**src/rtl/uart_tx_engine.sv**
```systemverilog
// UART transmit engine: start bit, DATA_WIDTH data bits LSB-first, optional parity, 1 or 2 stop bits.
// Parity support is built only when UART_TX_PARITY_EN is defined; otherwise par_en/par_typ are ignored.
module uart_tx_engine #(
    parameter int DATA_WIDTH = 8
) (
    input  logic                  clk,
    input  logic                  rst_n,
    input  logic                  tick,
    input  logic [DATA_WIDTH-1:0] p_data,
    input  logic                  data_valid,
    input  logic                  par_en,
    input  logic                  par_typ,
    input  logic                  stop2,
    output logic                  data_ack,
    output logic                  tx_out,
    output logic                  busy
);

    localparam int CW = (DATA_WIDTH > 1) ? $clog2(DATA_WIDTH) : 1;
    localparam logic [CW-1:0] LAST_BIT = CW'(DATA_WIDTH - 1);

    typedef enum logic [2:0] {
        IDLE   = 3'd0,
        START  = 3'd1,
        DATA   = 3'd2,
        STOP   = 3'd3
`ifdef UART_TX_PARITY_EN
        , PARITY = 3'd4
`endif
    } state_t;

    state_t                state_q, state_d;
    logic [CW-1:0]         cnt_q, cnt_d;
    logic                  stop_cnt_q, stop_cnt_d;
    logic [DATA_WIDTH-1:0] data_q, data_d;
    logic                  stop2_q, stop2_d;
    logic                  tx_q, tx_d;
    logic                  busy_q, busy_d;
    logic                  ack_q;
    logic                  accept;

`ifdef UART_TX_PARITY_EN
    logic par_en_q, par_en_d;
    logic par_typ_q, par_typ_d;
`else
    logic unused_par;
    assign unused_par = par_en ^ par_typ;
`endif

    always_comb begin
        state_d    = state_q;
        cnt_d      = cnt_q;
        stop_cnt_d = stop_cnt_q;
        data_d     = data_q;
        stop2_d    = stop2_q;
        accept     = 1'b0;
`ifdef UART_TX_PARITY_EN
        par_en_d   = par_en_q;
        par_typ_d  = par_typ_q;
`endif
        case (state_q)
            IDLE: begin
                if (tick && data_valid) accept = 1'b1;
            end
            START: begin
                if (tick) begin
                    state_d = DATA;
                    cnt_d   = '0;
                end
            end
            DATA: begin
                if (tick) begin
                    if (cnt_q == LAST_BIT) begin
                        stop_cnt_d = 1'b0;
`ifdef UART_TX_PARITY_EN
                        state_d = par_en_q ? PARITY : STOP;
`else
                        state_d = STOP;
`endif
                    end else begin
                        cnt_d = cnt_q + 1'b1;
                    end
                end
            end
`ifdef UART_TX_PARITY_EN
            PARITY: begin
                if (tick) begin
                    state_d    = STOP;
                    stop_cnt_d = 1'b0;
                end
            end
`endif
            STOP: begin
                // stop_cnt counts completed stop bits; the final one ends when it equals stop2
                if (tick) begin
                    if (stop_cnt_q == stop2_q) begin
                        if (data_valid) accept = 1'b1;
                        else            state_d = IDLE;
                    end else begin
                        stop_cnt_d = 1'b1;
                    end
                end
            end
            default: state_d = IDLE;
        endcase

        if (accept) begin
            state_d    = START;
            data_d     = p_data;
            stop2_d    = stop2;
            cnt_d      = '0;
            stop_cnt_d = 1'b0;
`ifdef UART_TX_PARITY_EN
            par_en_d   = par_en;
            par_typ_d  = par_typ;
`endif
        end
    end

    // tx_out is registered from the next state so the line changes on the same edge as the state
    always_comb begin
        tx_d = 1'b1;
        case (state_d)
            START:  tx_d = 1'b0;
            DATA:   tx_d = data_d[cnt_d];
`ifdef UART_TX_PARITY_EN
            PARITY: tx_d = (^data_d) ^ par_typ_d;
`endif
            default: tx_d = 1'b1;
        endcase
        busy_d = (state_d != IDLE);
    end

    always_ff @(posedge clk or negedge rst_n) begin
        if (!rst_n) begin
            state_q    <= IDLE;
            cnt_q      <= '0;
            stop_cnt_q <= 1'b0;
            data_q     <= '0;
            stop2_q    <= 1'b0;
            tx_q       <= 1'b1;
            busy_q     <= 1'b0;
            ack_q      <= 1'b0;
`ifdef UART_TX_PARITY_EN
            par_en_q   <= 1'b0;
            par_typ_q  <= 1'b0;
`endif
        end else begin
            state_q    <= state_d;
            cnt_q      <= cnt_d;
            stop_cnt_q <= stop_cnt_d;
            data_q     <= data_d;
            stop2_q    <= stop2_d;
            tx_q       <= tx_d;
            busy_q     <= busy_d;
            ack_q      <= accept;
`ifdef UART_TX_PARITY_EN
            par_en_q   <= par_en_d;
            par_typ_q  <= par_typ_d;
`endif
        end
    end

    assign tx_out   = tx_q;
    assign busy     = busy_q;
    assign data_ack = ack_q;

endmodule

```
**config.mk**
```make
export PLATFORM = sky130hd
export DESIGN_NAME = uart_tx_engine
export DESIGN_NICKNAME = d
export VERILOG_FILES = /design/src/rtl/uart_tx_engine.sv
export SDC_FILE = /design/constraint.sdc
export NUM_CORES = 1
export LEC_CHECK = 0
export ABC_CLOCK_PERIOD_IN_PS = 2000
export BUFFER_PORTS_ARGS = -buffer_cell sky130_fd_sc_hd__buf_2
export CORE_MARGIN = 8
export CORE_UTILIZATION = 30
export CTS_CLUSTER_SIZE = 8
export DETAILED_ROUTE_END_ITERATION = 16
export MAX_ROUTING_LAYER = met4
export PLACE_DENSITY_LB_ADDON = 0.08
export SLEW_MARGIN = 20
export SYNTH_ARGS = -nofsm -noshare
export SYNTH_HDL_FRONTEND = slang
export SYNTH_SLANG_ARGS = --single-unit
```
**constraint.sdc**
```tcl
create_clock -name clk -period 2 [get_ports clk]
set_clock_uncertainty 0.1 [all_clocks]
set_input_delay 0.2 -clock clk [delete_from_list [all_inputs] [get_ports clk]]
set_output_delay 0.2 -clock clk [all_outputs]
set_load 0.02 [all_outputs]
```
Word-level counts from Yosys, hierarchy flattened --
Index checks and enable logic that the tools add are counted.
Word-level totals: logic and storage cells 54, input port bits 15, flip-flop bits (word level) 19, output and inout port bits 3
Operators by class: $add $sub $neg 1, order comparisons 1, multiplexer cells 28, reduce and logical (&&, ||, !) cells 5, eq/ne operators 11
Operator list (number):
- 2-to-1 mux 3 bit | 11
- != test 3 bit (second input constant) | 4
- case mux 3 bit (4 select lines) | 1
- 2-to-1 mux 1 bit | 10
- == test 3 x 2 -> 1 bit (second input constant) | 3
- 2-to-1 mux 8 bit | 1
- == test 3 x 1 -> 1 bit (second input constant) | 2
- case mux 1 bit (2 select lines) | 3
- case mux 3 bit (2 select lines) | 1
- nonzero test 3 bit | 2
- AND reduction 5 bit | 1
- < comparator 3 x 4 -> 1 bit (second input constant) | 1
- adder 3 x 1 -> 3 bit (second input constant) | 1
- binary-select mux 1 bit (select 3 bit) | 1
- == test 3 bit (second input constant) | 1
- zero test 3 bit | 1
- == test 1 bit | 1
- logical AND 1 bit | 1

Logic depth before layout (Yosys ltp) --
depth in word-level cells 8, depth in mapped cells 8

Worst setup path before layout --
Ideal clock, no wire load.
kind register to register, start register cnt_q[0], end register tx_q (netlist: tx_out), path buffers 0, setup slack -0.157 ns, stages on the path, launching flop included 8, data required time 1.825 ns, arrival 1.982 ns, clock period less this slack 2.157 ns, cell sequence dfrtp_1 ha_1 and2_1 o41ai_2 o32ai_1 a2111o_1 a311o_1 o211ai_2
Between the ends: cells in the longest elaborated chain, start to end 8, elaborated cells on any way between the ends 16
RTL lines:
- from (decl) | line 33 | logic [CW-1:0] cnt_q, cnt_d;
- from (signal assigned) | line 150 | cnt_q <= cnt_d;
- adder 3 x 1 -> 3 bit / == test 3 bit (equally long branches) | line 81, 73
- 2-to-1 mux 3 bit | line 73 | if (cnt_q == LAST_BIT) begin
- 2-to-1 mux 3 bit | line 72 | if (tick) begin
- case mux 3 bit (2 select lines) | line 61 | case (state_q)
- 2-to-1 mux 3 bit | line 107 | if (accept) begin
- binary-select mux 1 bit (select 3 bit) | line 125 | DATA: tx_d = data_d[cnt_d];
- 2-to-1 mux 1 bit (not written as such) | line 125
- case mux 1 bit (2 select lines) * | line 123 | case (state_d)
- via tx_d | line 37 | logic tx_q, tx_d;
- to (signal assigned) | line 154 | tx_q <= tx_d;
- to (decl) | line 37
Mark *: on every way through the listed nets, which the timed path passes. The rest lies on a longest branch. The select of a mux whose other input is x is not followed. A chain may end at the register's enable or synchronous reset.

Final worst setup path --
start register cnt_q[1], end register tx_q (netlist: tx_out)
The elaborated chain is that of the path after synthesis.

==> metrics <==
DRC=0; combinational share of power=28.3%; CP arrival=between 2 and 2.5 ns; Final setup violation count=1; Sw Pwr=roughly 0.34 mW; P_leak=roughly 0.71 nW; Hold Path Class=primary input to flip-flop; pin count of the biggest net entering global routing=20; worst path required time=about 2.1 ns; die area=~6000 sq um; Async SR Flop Fraction=100%; sequential share of the synthesized area=between 40% and 50%; Final Cycle Share=104%; Hold Startpoint=stop2; CORE AREA=around 3700 sq um; most frequent cell after synthesis=nand2_1; area overhead of the layout relative to synthesis=27.8%; status=finished, violations left; Worst setup SP type=flip-flop; Synth area leaders=dfrtp_1 (39%), nand2_1 (8.5%), nor2_1 (2.6%); largest family of logic cells by synthesized area=simple AND/OR/NAND/NOR gates; Max Fanout on Critical Path=3; Overflow after GRT=0; switch share=31.5%; Worst path max stage delay=just under 0.4 ns; Internal Power=~0.73 mW; highest clock rate=between 400 and 500 MHz; kind of critical path=flip-flop to flip-flop; Flop pwr share=about 46%; Yosys top cell area share=39.1%; Synth Instances=127; Buf/Inv on CP=0; htree depth=1; Die Y=between 70 and 80 um; Post-DP Area=~1400 sq um; drt via density=roughly 5.0; EDFF count, synth=0; Synth Flop Type=dfrtp_1; Final Worst Setup Slack=-0.0817 ns; hpwl dp=2110 um; multiplexer area fraction after synthesis=approximately 2.7%; synthesized area per cell=approximately 9 sq um; Max Slew Vio Count=0; PD cells=726 nW/um^2; Fin. Hold Viols=0; RSZ-0062 raised after global routing=yes; filler instances=403; Cell Area, Synth=around 1200 sq um; total wire length=~3000 um; Post-Syn Nets=around 140; CTS max path bufs=2; Crit path max-delay family=compound AO/OA/AOI/OAI gates; power share of the clock group=about a quarter; slowest CP cell=dfrtp_1; xor/xnor share of the synthesized area=less than 1%; FF+latch count, synth=19; Yosys top cell by area=dfrtp_1; post-synthesis adder-cell area fraction=between 1 and 1.5%; First-pass DRT Iterations=4; die width=a little under 80 um; Clock Sink Count=19; worst setup path start=cnt_q[1]$_DFF_PN0_; TritonCTS buffer count=3; WHS=about 0.024 ns; TritonCTS clock tree=done; Yosys cell types=between 50 and 60; # rows=22; max cap viols=0; fin crit period=2.08 ns; Clock Root Buffer=clkbuf_8; Routed WL per cell=about 14 um; failing checks=setup timing; share of layout cells above drive strength 1=34.2%; Initial Util=31.2%; crit path cell chain=ha_2, nand3b_1, a31oi_2, or3_4, a2111o_1, a311o_1, o211ai_2; Layout Cells excl Fill=206; gr usage total=a little over a tenth; Top Ports=18; DR iter-0 viols=32; via count=roughly 1000; antenna violations before repair=0; Worst Setup End Kind=flip-flop; TNS Setup=-0.0817 ns; RD Place Congestion=approximately 0.85; Final nets=175; Post-synth top cells=nand2_1 (26), dfrtp_1 (18), nor2_1 (8); Worst IR Drop VDD=0.364 mV; Synth Area in Simple Gates=between 20% and 30%; Port Buffer Count=15; reg-to-reg startpoint=cnt_q[1]$_DFF_PN0_; first-pass GRT wire length=roughly 5000 um; placed insts=200; vias in the first global route=1070; post-route cell area=between 1000 and 1500 sq um; number of inserted diodes=0; clock latency on the worst-skew pair=between 0.2 and 0.3 ns; post-synthesis compound-gate area fraction=between 20% and 30%; Synth Warn #=0; clk slew on worst S/H paths=0.08 ns; Final ANT Viol Nets=0
[cell type report]
class	instances	area, sq um	share of cell area [%]
clock inverters	1	5.00	0.340
repair buffers	34	220	15.0
clock buffers	3	41.3	2.80
inverters	6	22.5	1.53
flip-flops and latches	19	477	32.4
multi-input cells	95	647	43.9
well taps	48	60.1	4.08
[layout by cell type, fill, tap and decap left out, types with 2 or more instances in the layout]
cell       n
buf_4     18
a2111o_1   2
o211ai_1   2
inv_1      4
and3_1     2
inv_2      2
a31oi_1    3
o21ai_1    2
nand3b_1   2
mux2i_1    2
a311o_1    2
nor2_1     8
or2_2      2
clkbuf_8   3
o21a_1     2
a21oi_1    2
nand3_1    5
dfrtp_1   18
buf_2     15
nand2_1   26
[flip-flops by register name, summed over array words and instances, names as in the netlist]
signal / count
data_q: 8
cnt_q: 3
state_q: 3
busy: 1
data_ack: 1
stop2_q: 1
stop_cnt_q: 1
tx_out: 1
[path summary, 6_finish.rpt]
kind | cells past startpoint | slack, ns | endpoint
max in group asynchronous | 2 | 1.13 | tx_out$_DFF_PN1_
worst min-delay path | 3 | 0.02 | stop2_q$_DFFE_PN0P_
worst min register to register | 2 | 0.38 | data_q[1]$_DFF_PN0_
worst max-delay path | 7 | -0.08 | tx_out$_DFF_PN1_
min in group asynchronous | 2 | 0.31 | state_q[0]$_DFF_PN0_
worst max register to register | 7 | -0.08 | tx_out$_DFF_PN1_
[tightest hold or removal path, stage by stage]
cell and delay (ns):
buf_2 0.07, nand2_1 0.04, nand2_1 0.04
[layer usage]
layer  up-vias  wire length (um)  global-route usage, %
met5         -                 0                      -
met4         0                53                   2.78
met3         7               132                   3.11
met2        24              1410                   17.0
met1       486              1390                   12.4
li1        513                 -                      -
[logic make-up after synthesis]
family	count (synthesis)
adder cells (fa/ha/maj)	1
other	1
AO/OA/AOI/OAI	29
multiplexers	3
XOR/XNOR	1
AND/OR/NAND/NOR	60
flip-flops	19
buffers and inverters	13
[timing repair]
| item | 4_1_cts | 5_1_grt |
|---|---|---|
| hold buffers | 1 | 0 |
| endpoints found under the hold margin | 18 | 0 |
| pin swaps | 2 | 0 |
| setup buffers | 0 | 1 |
| gates resized for setup | 4 | 1 |
| setup endpoints to repair | 1 | 1 |
[power by group through the flow]
stage | sequential [mW] | clock (mW) | combinational [mW]
after floorplan | 0.494 | 0 | 0.184
after global placement | 0.494 | 0 | 0.285
after detailed placement | 0.495 | 0 | 0.287
after CTS | 0.487 | 0.296 | 0.302
after global routing | 0.492 | 0.306 | 0.338
final | 0.486 | 0.281 | 0.302
[through the flow]
step	setup slack (ns)	util [%]	power, mW
floorplan	-0.00496	-	0.678
global placement	-0.0630	37.2	0.779
detailed placement	-0.0818	37.2	0.782
CTS	-0.0803	39.6	1.09
global route	-0.152	39.9	1.14
finish	-0.0817	39.9	1.07
Note: power is estimated with default switching activity, not from simulation.
